==> src/rtl/cpu_alu_seq_pkg.sv <==
// Shared types and constants for the sequenced 6502-style ALU front end.
// Optional build macro CPU_ALU_SEQ_PLOAD_EN (see cpu_alu_seq) adds a status preload port.
package cpu_alu_seq_pkg;

   localparam int unsigned NUM_B = 8;

   typedef enum logic [1:0] {
      ST_IDLE = 2'd0,
      ST_EXEC = 2'd1,
      ST_WB   = 2'd2
   } state_e;

   typedef enum logic [3:0] {
      OP_ORA = 4'd0,
      OP_AND = 4'd1,
      OP_EOR = 4'd2,
      OP_ADC = 4'd3,
      OP_SBC = 4'd4,
      OP_CMP = 4'd5,
      OP_BIT = 4'd6,
      OP_ASL = 4'd7,
      OP_LSR = 4'd8,
      OP_ROL = 4'd9,
      OP_ROR = 4'd10,
      OP_INC = 4'd11,
      OP_DEC = 4'd12
   } op_e;

   typedef enum logic [1:0] {
      ALU_OR  = 2'd0,
      ALU_AND = 2'd1,
      ALU_XOR = 2'd2,
      ALU_ADC = 2'd3
   } alu_funct_e;

   typedef enum logic [1:0] {
      OPB_SHL = 2'd0,
      OPB_SHR = 2'd1,
      OPB_INC = 2'd2,
      OPB_DEC = 2'd3
   } opb_funct_e;

   localparam int P_C = 0;
   localparam int P_Z = 1;
   localparam int P_I = 2;
   localparam int P_D = 3;
   localparam int P_B = 4;
   localparam int P_U = 5;
   localparam int P_V = 6;
   localparam int P_N = 7;

   localparam logic [NUM_B-1:0] P_RESET  = 8'h24;
   localparam logic [NUM_B-1:0] P_U_MASK = 8'h20;

   typedef struct packed {
      logic n;
      logic v;
      logic z;
      logic c;
   } flags_t;

   typedef struct packed {
      alu_funct_e       funct;
      opb_funct_e       opb_funct;
      logic             opb_en;
      logic             cin;
      logic [NUM_B-1:0] opa;
      logic [NUM_B-1:0] opb;
   } alu_drv_t;

   localparam alu_drv_t ALU_DRV_IDLE = '{
      funct:     ALU_OR,
      opb_funct: OPB_SHL,
      opb_en:    1'b0,
      cin:       1'b0,
      opa:       8'h00,
      opb:       8'h00
   };

endpackage

==> src/rtl/alu_if.sv <==
// Connection to the shared ALU: the sequencer is master, the ALU answers combinationally.
interface alu_if
   import cpu_alu_seq_pkg::*;
#(
   parameter int NumB = 8
);
   alu_funct_e      ALU_Funct;
   opb_funct_e      ALU_OpB_Funct;
   logic            ALU_OpB_FunctEn;
   logic            Cin;
   logic [NumB-1:0] ALU_Rslt;
   logic            NFlg;
   logic            ZFlg;
   logic            VFlg;
   logic            CFlg;

   modport mst (
      output ALU_Funct, ALU_OpB_Funct, ALU_OpB_FunctEn, Cin,
      input  ALU_Rslt, NFlg, ZFlg, VFlg, CFlg
   );

   modport slv (
      input  ALU_Funct, ALU_OpB_Funct, ALU_OpB_FunctEn, Cin,
      output ALU_Rslt, NFlg, ZFlg, VFlg, CFlg
   );
endinterface

==> src/rtl/cpu_alu_seq_pupd.sv <==
// Processor status register P with per-operation flag update masks.
// With CPU_ALU_SEQ_PLOAD_EN defined, an external preload path is added.
module cpu_alu_seq_pupd
   import cpu_alu_seq_pkg::*;
#(
   parameter int NumB = 8
) (
   input  logic            clk,
   input  logic            rst_n,
   input  logic            upd_en_i,
   input  logic [3:0]      op_i,
   input  flags_t          flg_i,
   input  logic [1:0]      bit_nv_i,
`ifdef CPU_ALU_SEQ_PLOAD_EN
   input  logic            ld_en_i,
   input  logic [NumB-1:0] ld_val_i,
`endif
   output logic [NumB-1:0] status_o
);

   logic [NumB-1:0] status_q;
   logic [NumB-1:0] status_d;
   flags_t          mask_s;
   flags_t          new_s;
   logic            ld_en_s;
   logic [NumB-1:0] ld_val_s;

   function automatic flags_t flag_mask(input logic [3:0] op);
      flags_t m;
      case (op_e'(op))
         OP_ORA, OP_AND, OP_EOR,
         OP_INC, OP_DEC:          m = '{n: 1'b1, v: 1'b0, z: 1'b1, c: 1'b0};
         OP_ADC, OP_SBC:          m = '{n: 1'b1, v: 1'b1, z: 1'b1, c: 1'b1};
         OP_CMP, OP_ASL, OP_LSR,
         OP_ROL, OP_ROR:          m = '{n: 1'b1, v: 1'b0, z: 1'b1, c: 1'b1};
         OP_BIT:                  m = '{n: 1'b1, v: 1'b1, z: 1'b1, c: 1'b0};
         default:                 m = '{n: 1'b0, v: 1'b0, z: 1'b0, c: 1'b0};
      endcase
      return m;
   endfunction

`ifdef CPU_ALU_SEQ_PLOAD_EN
   assign ld_en_s  = ld_en_i;
   assign ld_val_s = ld_val_i;
`else
   assign ld_en_s  = 1'b0;
   assign ld_val_s = '0;
`endif

   // Next P: masked flag merge on write-back, else preload, else hold; bit 5 always set.
   always_comb begin
      mask_s   = flag_mask(op_i);
      new_s    = flg_i;
      // BIT takes N and V straight from the memory operand, not from the ALU.
      new_s.n  = (op_i == OP_BIT) ? bit_nv_i[1] : flg_i.n;
      new_s.v  = (op_i == OP_BIT) ? bit_nv_i[0] : flg_i.v;
      status_d = status_q;
      if (upd_en_i) begin
         status_d[P_N] = mask_s.n ? new_s.n : status_q[P_N];
         status_d[P_V] = mask_s.v ? new_s.v : status_q[P_V];
         status_d[P_Z] = mask_s.z ? new_s.z : status_q[P_Z];
         status_d[P_C] = mask_s.c ? new_s.c : status_q[P_C];
      end else if (ld_en_s) begin
         status_d = ld_val_s | P_U_MASK;
      end else begin
         status_d = status_q;
      end
      status_d[P_U] = 1'b1;
   end

   // Status register storage.
   always_ff @(posedge clk or negedge rst_n) begin
      if (!rst_n) begin
         status_q <= P_RESET;
      end else begin
         status_q <= status_d;
      end
   end

   assign status_o = status_q;

endmodule

==> src/rtl/cpu_alu_seq.sv <==
// Three-state (IDLE/EXEC/WB) sequencer that maps 6502-style ALU ops onto a shared ALU.
// Optional macro CPU_ALU_SEQ_PLOAD_EN adds p_ld_en/p_ld_val for loading the status register.
module cpu_alu_seq
   import cpu_alu_seq_pkg::*;
#(
   parameter int NumB = 8
) (
   input  logic            clk,
   input  logic            rst_n,
   alu_if.mst              alu_if,
   output logic [NumB-1:0] alu_opa,
   output logic [NumB-1:0] alu_opb,
   input  logic            req_valid,
   output logic            req_ready,
   input  logic [3:0]      req_op,
   input  logic [NumB-1:0] req_a,
   input  logic [NumB-1:0] req_b,
   output logic            rsp_valid,
   output logic [NumB-1:0] rsp_result,
   output logic [NumB-1:0] status_p
`ifdef CPU_ALU_SEQ_PLOAD_EN
   ,
   input  logic            p_ld_en,
   input  logic [NumB-1:0] p_ld_val
`endif
);

   state_e          state_q;
   logic            ready_q;
   logic [3:0]      op_q;
   logic [NumB-1:0] b_q;
   alu_drv_t        drv_q;
   logic [NumB-1:0] rslt_q;
   flags_t          flg_q;
   logic            rsp_valid_q;
   logic [NumB-1:0] rsp_result_q;
   logic            accept_s;
   logic            upd_en_s;

   // Operand and function selection for one operation; shifts/INC/DEC run through OpB with OpA=0.
   function automatic alu_drv_t decode_op(input logic [3:0] op, input logic [NumB-1:0] a,
                                          input logic [NumB-1:0] b, input logic c);
      alu_drv_t d;
      d = '{funct: ALU_OR, opb_funct: OPB_SHL, opb_en: 1'b0, cin: 1'b0, opa: a, opb: b};
      case (op_e'(op))
         OP_ORA: d.funct = ALU_OR;
         OP_AND, OP_BIT: d.funct = ALU_AND;
         OP_EOR: d.funct = ALU_XOR;
         OP_ADC: begin
            d.funct = ALU_ADC;
            d.cin   = c;
         end
         OP_SBC: begin
            d.funct = ALU_ADC;
            d.opb   = ~b;
            d.cin   = c;
         end
         OP_CMP: begin
            d.funct = ALU_ADC;
            d.opb   = ~b;
            d.cin   = 1'b1;
         end
         OP_ASL, OP_ROL: begin
            d.opa       = '0;
            d.opb_en    = 1'b1;
            d.opb_funct = OPB_SHL;
            d.cin       = (op == OP_ROL) ? c : 1'b0;
         end
         OP_LSR, OP_ROR: begin
            d.opa       = '0;
            d.opb_en    = 1'b1;
            d.opb_funct = OPB_SHR;
            d.cin       = (op == OP_ROR) ? c : 1'b0;
         end
         OP_INC: begin
            d.opa       = '0;
            d.opb_en    = 1'b1;
            d.opb_funct = OPB_INC;
         end
         OP_DEC: begin
            d.opa       = '0;
            d.opb_en    = 1'b1;
            d.opb_funct = OPB_DEC;
         end
         // Reserved codes pass req_b through as 0 | b.
         default: d.opa = '0;
      endcase
      return d;
   endfunction

`ifdef CPU_ALU_SEQ_PLOAD_EN
   assign req_ready = ready_q & ~p_ld_en;
`else
   assign req_ready = ready_q;
`endif

   assign accept_s = req_valid & req_ready;
   assign upd_en_s = (state_q == ST_WB);

   // Sequencer: capture on accept, drive the ALU in EXEC, write back in WB.
   always_ff @(posedge clk or negedge rst_n) begin
      if (!rst_n) begin
         state_q      <= ST_IDLE;
         ready_q      <= 1'b1;
         op_q         <= 4'd0;
         b_q          <= '0;
         drv_q        <= ALU_DRV_IDLE;
         rslt_q       <= '0;
         flg_q        <= '{n: 1'b0, v: 1'b0, z: 1'b0, c: 1'b0};
         rsp_valid_q  <= 1'b0;
         rsp_result_q <= '0;
      end else begin
         case (state_q)
            ST_IDLE: begin
               rsp_valid_q <= 1'b0;
               if (accept_s) begin
                  state_q <= ST_EXEC;
                  ready_q <= 1'b0;
                  op_q    <= req_op;
                  b_q     <= req_b;
                  drv_q   <= decode_op(req_op, req_a, req_b, status_p[P_C]);
               end else begin
                  state_q <= ST_IDLE;
                  ready_q <= 1'b1;
               end
            end
            ST_EXEC: begin
               state_q     <= ST_WB;
               rsp_valid_q <= 1'b0;
               drv_q       <= ALU_DRV_IDLE;
               rslt_q      <= alu_if.ALU_Rslt;
               flg_q       <= '{n: alu_if.NFlg, v: alu_if.VFlg, z: alu_if.ZFlg, c: alu_if.CFlg};
            end
            ST_WB: begin
               state_q      <= ST_IDLE;
               ready_q      <= 1'b1;
               rsp_valid_q  <= 1'b1;
               rsp_result_q <= rslt_q;
            end
            default: begin
               state_q     <= ST_IDLE;
               ready_q     <= 1'b1;
               rsp_valid_q <= 1'b0;
               drv_q       <= ALU_DRV_IDLE;
            end
         endcase
      end
   end

   assign alu_if.ALU_Funct       = drv_q.funct;
   assign alu_if.ALU_OpB_Funct   = drv_q.opb_funct;
   assign alu_if.ALU_OpB_FunctEn = drv_q.opb_en;
   assign alu_if.Cin             = drv_q.cin;
   assign alu_opa                = drv_q.opa;
   assign alu_opb                = drv_q.opb;
   assign rsp_valid              = rsp_valid_q;
   assign rsp_result             = rsp_result_q;

   cpu_alu_seq_pupd #(
      .NumB     (NumB)
   ) u_pupd (
      .clk      (clk),
      .rst_n    (rst_n),
      .upd_en_i (upd_en_s),
      .op_i     (op_q),
      .flg_i    (flg_q),
      .bit_nv_i (b_q[7:6]),
`ifdef CPU_ALU_SEQ_PLOAD_EN
      .ld_en_i  (p_ld_en & (state_q == ST_IDLE)),
      .ld_val_i (p_ld_val),
`endif
      .status_o (status_p)
   );

endmodule

==> src/flat_wrapper.sv <==
// flat-port wrapper written by rule: the top's interface ports become plain ports
module cpu_alu_seq_flat import cpu_alu_seq_pkg::*;
#(
   parameter int NumB = 8
)
  (clk, rst_n, alu_opa, alu_opb, req_valid, req_ready, req_op, req_a, req_b, rsp_valid, rsp_result, status_p, alu_if_ALU_Funct, alu_if_ALU_OpB_Funct, alu_if_ALU_OpB_FunctEn, alu_if_Cin, alu_if_ALU_Rslt, alu_if_NFlg, alu_if_ZFlg, alu_if_VFlg, alu_if_CFlg);
  alu_if #(.NumB(NumB)) alu_if_i ();
  input  logic clk;
  input  logic rst_n;
  output logic [NumB-1:0] alu_opa;
  output logic [NumB-1:0] alu_opb;
  input  logic req_valid;
  output logic req_ready;
  input  logic [3:0] req_op;
  input  logic [NumB-1:0] req_a;
  input  logic [NumB-1:0] req_b;
  output logic rsp_valid;
  output logic [NumB-1:0] rsp_result;
  output logic [NumB-1:0] status_p;
  output wire logic [$bits(alu_if_i.ALU_Funct)-1:0] alu_if_ALU_Funct;
  output wire logic [$bits(alu_if_i.ALU_OpB_Funct)-1:0] alu_if_ALU_OpB_Funct;
  output wire logic [$bits(alu_if_i.ALU_OpB_FunctEn)-1:0] alu_if_ALU_OpB_FunctEn;
  output wire logic [$bits(alu_if_i.Cin)-1:0] alu_if_Cin;
  input wire logic [$bits(alu_if_i.ALU_Rslt)-1:0] alu_if_ALU_Rslt;
  input wire logic [$bits(alu_if_i.NFlg)-1:0] alu_if_NFlg;
  input wire logic [$bits(alu_if_i.ZFlg)-1:0] alu_if_ZFlg;
  input wire logic [$bits(alu_if_i.VFlg)-1:0] alu_if_VFlg;
  input wire logic [$bits(alu_if_i.CFlg)-1:0] alu_if_CFlg;
  assign alu_if_ALU_Funct = alu_if_i.ALU_Funct;
  assign alu_if_ALU_OpB_Funct = alu_if_i.ALU_OpB_Funct;
  assign alu_if_ALU_OpB_FunctEn = alu_if_i.ALU_OpB_FunctEn;
  assign alu_if_Cin = alu_if_i.Cin;
  assign alu_if_i.ALU_Rslt = alu_if_ALU_Rslt;
  assign alu_if_i.NFlg = alu_if_NFlg;
  assign alu_if_i.ZFlg = alu_if_ZFlg;
  assign alu_if_i.VFlg = alu_if_VFlg;
  assign alu_if_i.CFlg = alu_if_CFlg;
  cpu_alu_seq #(.NumB(NumB)) u_core (.clk(clk), .rst_n(rst_n), .alu_if(alu_if_i), .alu_opa(alu_opa), .alu_opb(alu_opb), .req_valid(req_valid), .req_ready(req_ready), .req_op(req_op), .req_a(req_a), .req_b(req_b), .rsp_valid(rsp_valid), .rsp_result(rsp_result), .status_p(status_p));
endmodule
==> config.mk <==
export PLATFORM = sky130hd
export DESIGN_NAME = cpu_alu_seq_flat
export DESIGN_NICKNAME = d
export VERILOG_FILES = /design/src/rtl/cpu_alu_seq_pkg.sv /design/src/rtl/alu_if.sv /design/src/rtl/cpu_alu_seq_pupd.sv /design/src/rtl/cpu_alu_seq.sv /design/src/flat_wrapper.sv
export SDC_FILE = /design/constraint.sdc
export NUM_CORES = 1
export LEC_CHECK = 0
export CELL_PAD_IN_SITES_DETAIL_PLACEMENT = 1
export CELL_PAD_IN_SITES_GLOBAL_PLACEMENT = 2
export CORE_MARGIN = 3
export CORE_UTILIZATION = 32
export CTS_CLUSTER_DIAMETER = 50
export DETAILED_ROUTE_END_ITERATION = 16
export PLACE_DENSITY_LB_ADDON = 0.1
export SYNTH_ARGS = -nofsm -noshare
export SYNTH_HDL_FRONTEND = slang
export SYNTH_SLANG_ARGS = --single-unit
==> constraint.sdc <==
create_clock -name clk -period 3 [get_ports clk]
set_input_delay 0.3 -clock clk [delete_from_list [all_inputs] [get_ports clk]]
set_output_delay 0.3 -clock clk [all_outputs]
set_load 0.005 [all_outputs]
==> metrics.txt <==
result of the run=finished clean; area of the mapped netlist=between 2000 and 2500 um2; data arrival time of the critical path=roughly 1900 ps; global-route wire length before repair=around 9100 um; cell breakdown of the critical path=nand2b_1 -> inv_1 -> nand2_1 -> mux2_2; ratio of cells with drive above 1 in the final layout=12.5%; hold violation total from the final report=0; filler instances=a little under 800; sequential-to-total area share from yosys stat=57.7%; sort of element at the end of the critical path=flip-flop; maximum single-stage delay on the critical path=430 ps; overall die area=between 8000 and 9000 um2; largest driver fanout on the critical path=12; total routed wirelength=5600 um; critical path type=reg2reg; Synth Area per Inst=between 10 and 15 um2; Async S/R FF share, synth=between 90% and 100%; cell at the root of the clock tree=clkbuf_8; clock network latency to the later pin of the worst-skew pair=between 300 and 400 ps; peak supply drop=0.000350 V; post-synthesis instance total=a little under 200; timing startpoint of the critical path=u_core.state_q[0]; Layout Area Growth over Synthesis=36.8%; diode insertion count for antenna repair=0; element type at the critical path start=flip-flop; reg-to-reg setup timing slack=between 1000 and 1500 ps; total clock buffers created by CTS=5; Synth Area in Compound Gates=between 10% and 20%; period utilization=57.5%; cell row count=31; # clock sinks=56; count of cells along the worst register-to-register path=4; Syn. warnings=0; largest net degree at the start of global routing=34; endpoint required time on the critical path=around 3200 ps; number of distinct library cell variants in the gate-level netlist after synthesis=38; worst slew margin relative to its limit=about three fifths; areal power density over the cells=897 nW/um2; commonest register cell after synthesis=dfrtp_1; antenna violations before repair=0; Vias per Instance=4.77; setup clock skew after layout=6.15 ps; routability congestion estimate from global placement=around 0.69; worst setup path end=u_core.u_pupd.status_o[1]; share of synthesized area spent on multiplexers=just over 9%; master of the slowest instance on the critical path=nand2b_1; I/O pin total=75; min Tclk post-route=between 1500 and 2000 ps; input/output buffers=70; first-pass detailed-route iteration total=4; slew at the pin closest to its max-slew limit=583 ps; buffer depth of the longest clock path=2; Hold/Removal Path Class=reg2reg; via total after detailed routing=~1.7k; Static Leakage=between 0.001 and 0.0015 uW; CTS clk-pin slew, worst paths=~100 ps; unrepaired setup endpoints after global routing=no; multi-input logic area=~920 um2; total number of cells along the worst setup path=4; Crit path buffers/inverters=1; via count of the first global-routing pass=about 1.8k; TritonCTS clock tree=yes; violation count after the first detailed-routing iteration=58; synthesized-area fraction occupied by and/or/nand/nor cells=10.1%; Max Fclk=about 580 MHz; post-cts repair resize count=0; final HPWL from detailed placement=around 4100 um; total routing resource utilization after global routing=between 10% and 20%; count of final max-slew check failures=0; number of synthesized register bits=between 50 and 60; launching point of the worst reg2reg path=u_core.state_q[0]; count of flip-flops with a built-in enable after synthesis=0; number of design rule violations left after detail routing=0; final setup fails=0; area of the core=7330 um2; Die Width=between 90 and 100 um; Total Nets Final=roughly 300; accumulated negative setup slack=0 ps; post-route core utilization=45.4%; H-tree Lvls=2; routed length per placed instance=15.4 um; initial standard-cell utilization of the core=between 30 and 40%; xor/xnor cell area share of the yosys netlist=just under 4%; Detail Route Antenna Nets=0; Crit path max-delay family=simple AND/OR/NAND/NOR gates; max_cap viols=0; capturing point of the worst reg2reg path=u_core.u_pupd.status_o[1]; sequential cell area=about 1400 um2; final global-route overflow total=0; die outline height=between 90 and 100 um; dominant combinational cell family by area after synthesis=compound AO/OA/AOI/OAI gates; share of synthesized cell area in full adder, half adder and majority cells=0%
[state kept, by name (all words and copies together), names as in the netlist, 4 cells and up]
register                count
u_core.u_pupd.status_o      4
u_core.alu_opb              8
u_core.op_q                 4
u_core.rslt_q               8
u_core.alu_opa              8
u_core.flg_q                4
u_core.rsp_result           8
[how the worst min path moves through the flow]
| stage | start | end | slack [ps] | cells past startpoint |
|---|---|---|---|---|
| after global placement | rst_n | u_core.rsp_result[6] | 310 | 1 |
| after floorplan | rst_n | u_core.alu_if.ALU_Funct[0] | 4 | 0 |
| after global routing | u_core.rslt_q[0] | u_core.rsp_result[0] | 510 | 2 |
| after detailed placement | rst_n | u_core.rsp_result[1] | 310 | 1 |
| after CTS | u_core.rslt_q[7] | u_core.rsp_result[7] | 480 | 2 |
| final | u_core.rslt_q[2] | u_core.rsp_result[2] | 470 | 2 |
[through the flow]
step | hold WS, ps | instance area, um2 | setup WS, ps | power (uW) | std cells
6_report | 470 | 3330 | 1270 | 2980 | 363
5_1_grt | 508 | 3330 | 1090 | 3220 | 363
4_1_cts | 478 | 3330 | 1190 | 3040 | 363
3_5_place_dp | 310 | 3190 | 975 | 2500 | 354
3_3_place_gp | 312 | 3190 | 997 | 2470 | 354
2_1_floorplan | 4.41 | 2440 | 1580 | 1890 | 199
[area by class of cell]
cell class              count  share of cell area, %
clock inverters             1                  0.902
multi-input cells         120                   27.8
clock buffers               7                   2.89
well taps                  99                   3.72
inverters                   6                  0.677
repair buffers             74                   21.9
flip-flops and latches     56                   42.1
[logic make-up after synthesis]
kind of cell,count (synthesis)
flip-flops,56
AO/OA/AOI/OAI,40
multiplexers,20
buffers and inverters,23
XOR/XNOR,11
other,2
AND/OR/NAND/NOR,45
[synth_stat cells (2+ instances only)]
| cell type | number | area share (%) |
|---|---|---|
| nand2_1 | 30 | 4.6 |
| conb_1 | 2 | 0.31 |
| xor2_1 | 10 | 3.6 |
| nor3_1 | 2 | 0.41 |
| buf_2 | 9 | 1.9 |
| dfrtp_1 | 55 | 57 |
| a22o_1 | 17 | 6.1 |
| clkbuf_1 | 4 | 0.62 |
| nor4bb_1 | 2 | 0.82 |
| mux2_1 | 5 | 2.3 |
| inv_1 | 6 | 0.93 |
| o21ai_0 | 4 | 0.82 |
| a32o_1 | 4 | 1.6 |
| mux2_2 | 14 | 6.5 |
| buf_4 | 4 | 1.2 |
| a21oi_1 | 4 | 0.82 |
| nand2b_1 | 3 | 0.77 |
| a211oi_1 | 2 | 0.62 |
[worst reg2reg max path, cell delays in order (launching register included)]
cell and delay [ps]:
dfrtp_1 380, nand2b_1 430, inv_1 350, nand2_1 150, mux2_2 330
[routing by layer]
layer	track usage, %	vias to the layer above	wire length, um
met5	0	-	0
met4	3.30	0	53
met3	3.14	6	273
met2	21.0	46	2570
met1	18.8	866	2710
li1	-	815	-
[power by group]
part / switching (uW) / total, uW / internal, uW
clock: 238 / 533 / 295
combinational: 452 / 1150 / 700
sequential: 211 / 1300 / 1090
total: 900 / 2980 / 2080
[cells in the final DEF, fill, tap and decap left out, drive strengths merged, types with 2 or more instances in the layout]
cell type	count
a21oi	4
clkdlybuf4s50	69
conb	4
mux2	19
inv	6
o21ai	4
dfrtp	55
a211oi	2
a32o	4
nor3	2
clkbuf	7
a22o	17
buf	4
nand2b	3
xor2	10
nor4bb	2
nand2	30
[what timing repair did]
action,CTS,global route
hold buffers,1,0
buffers inserted,0,0
hold endpoints to repair,23,0
Note: power is estimated with default switching activity, not from simulation.
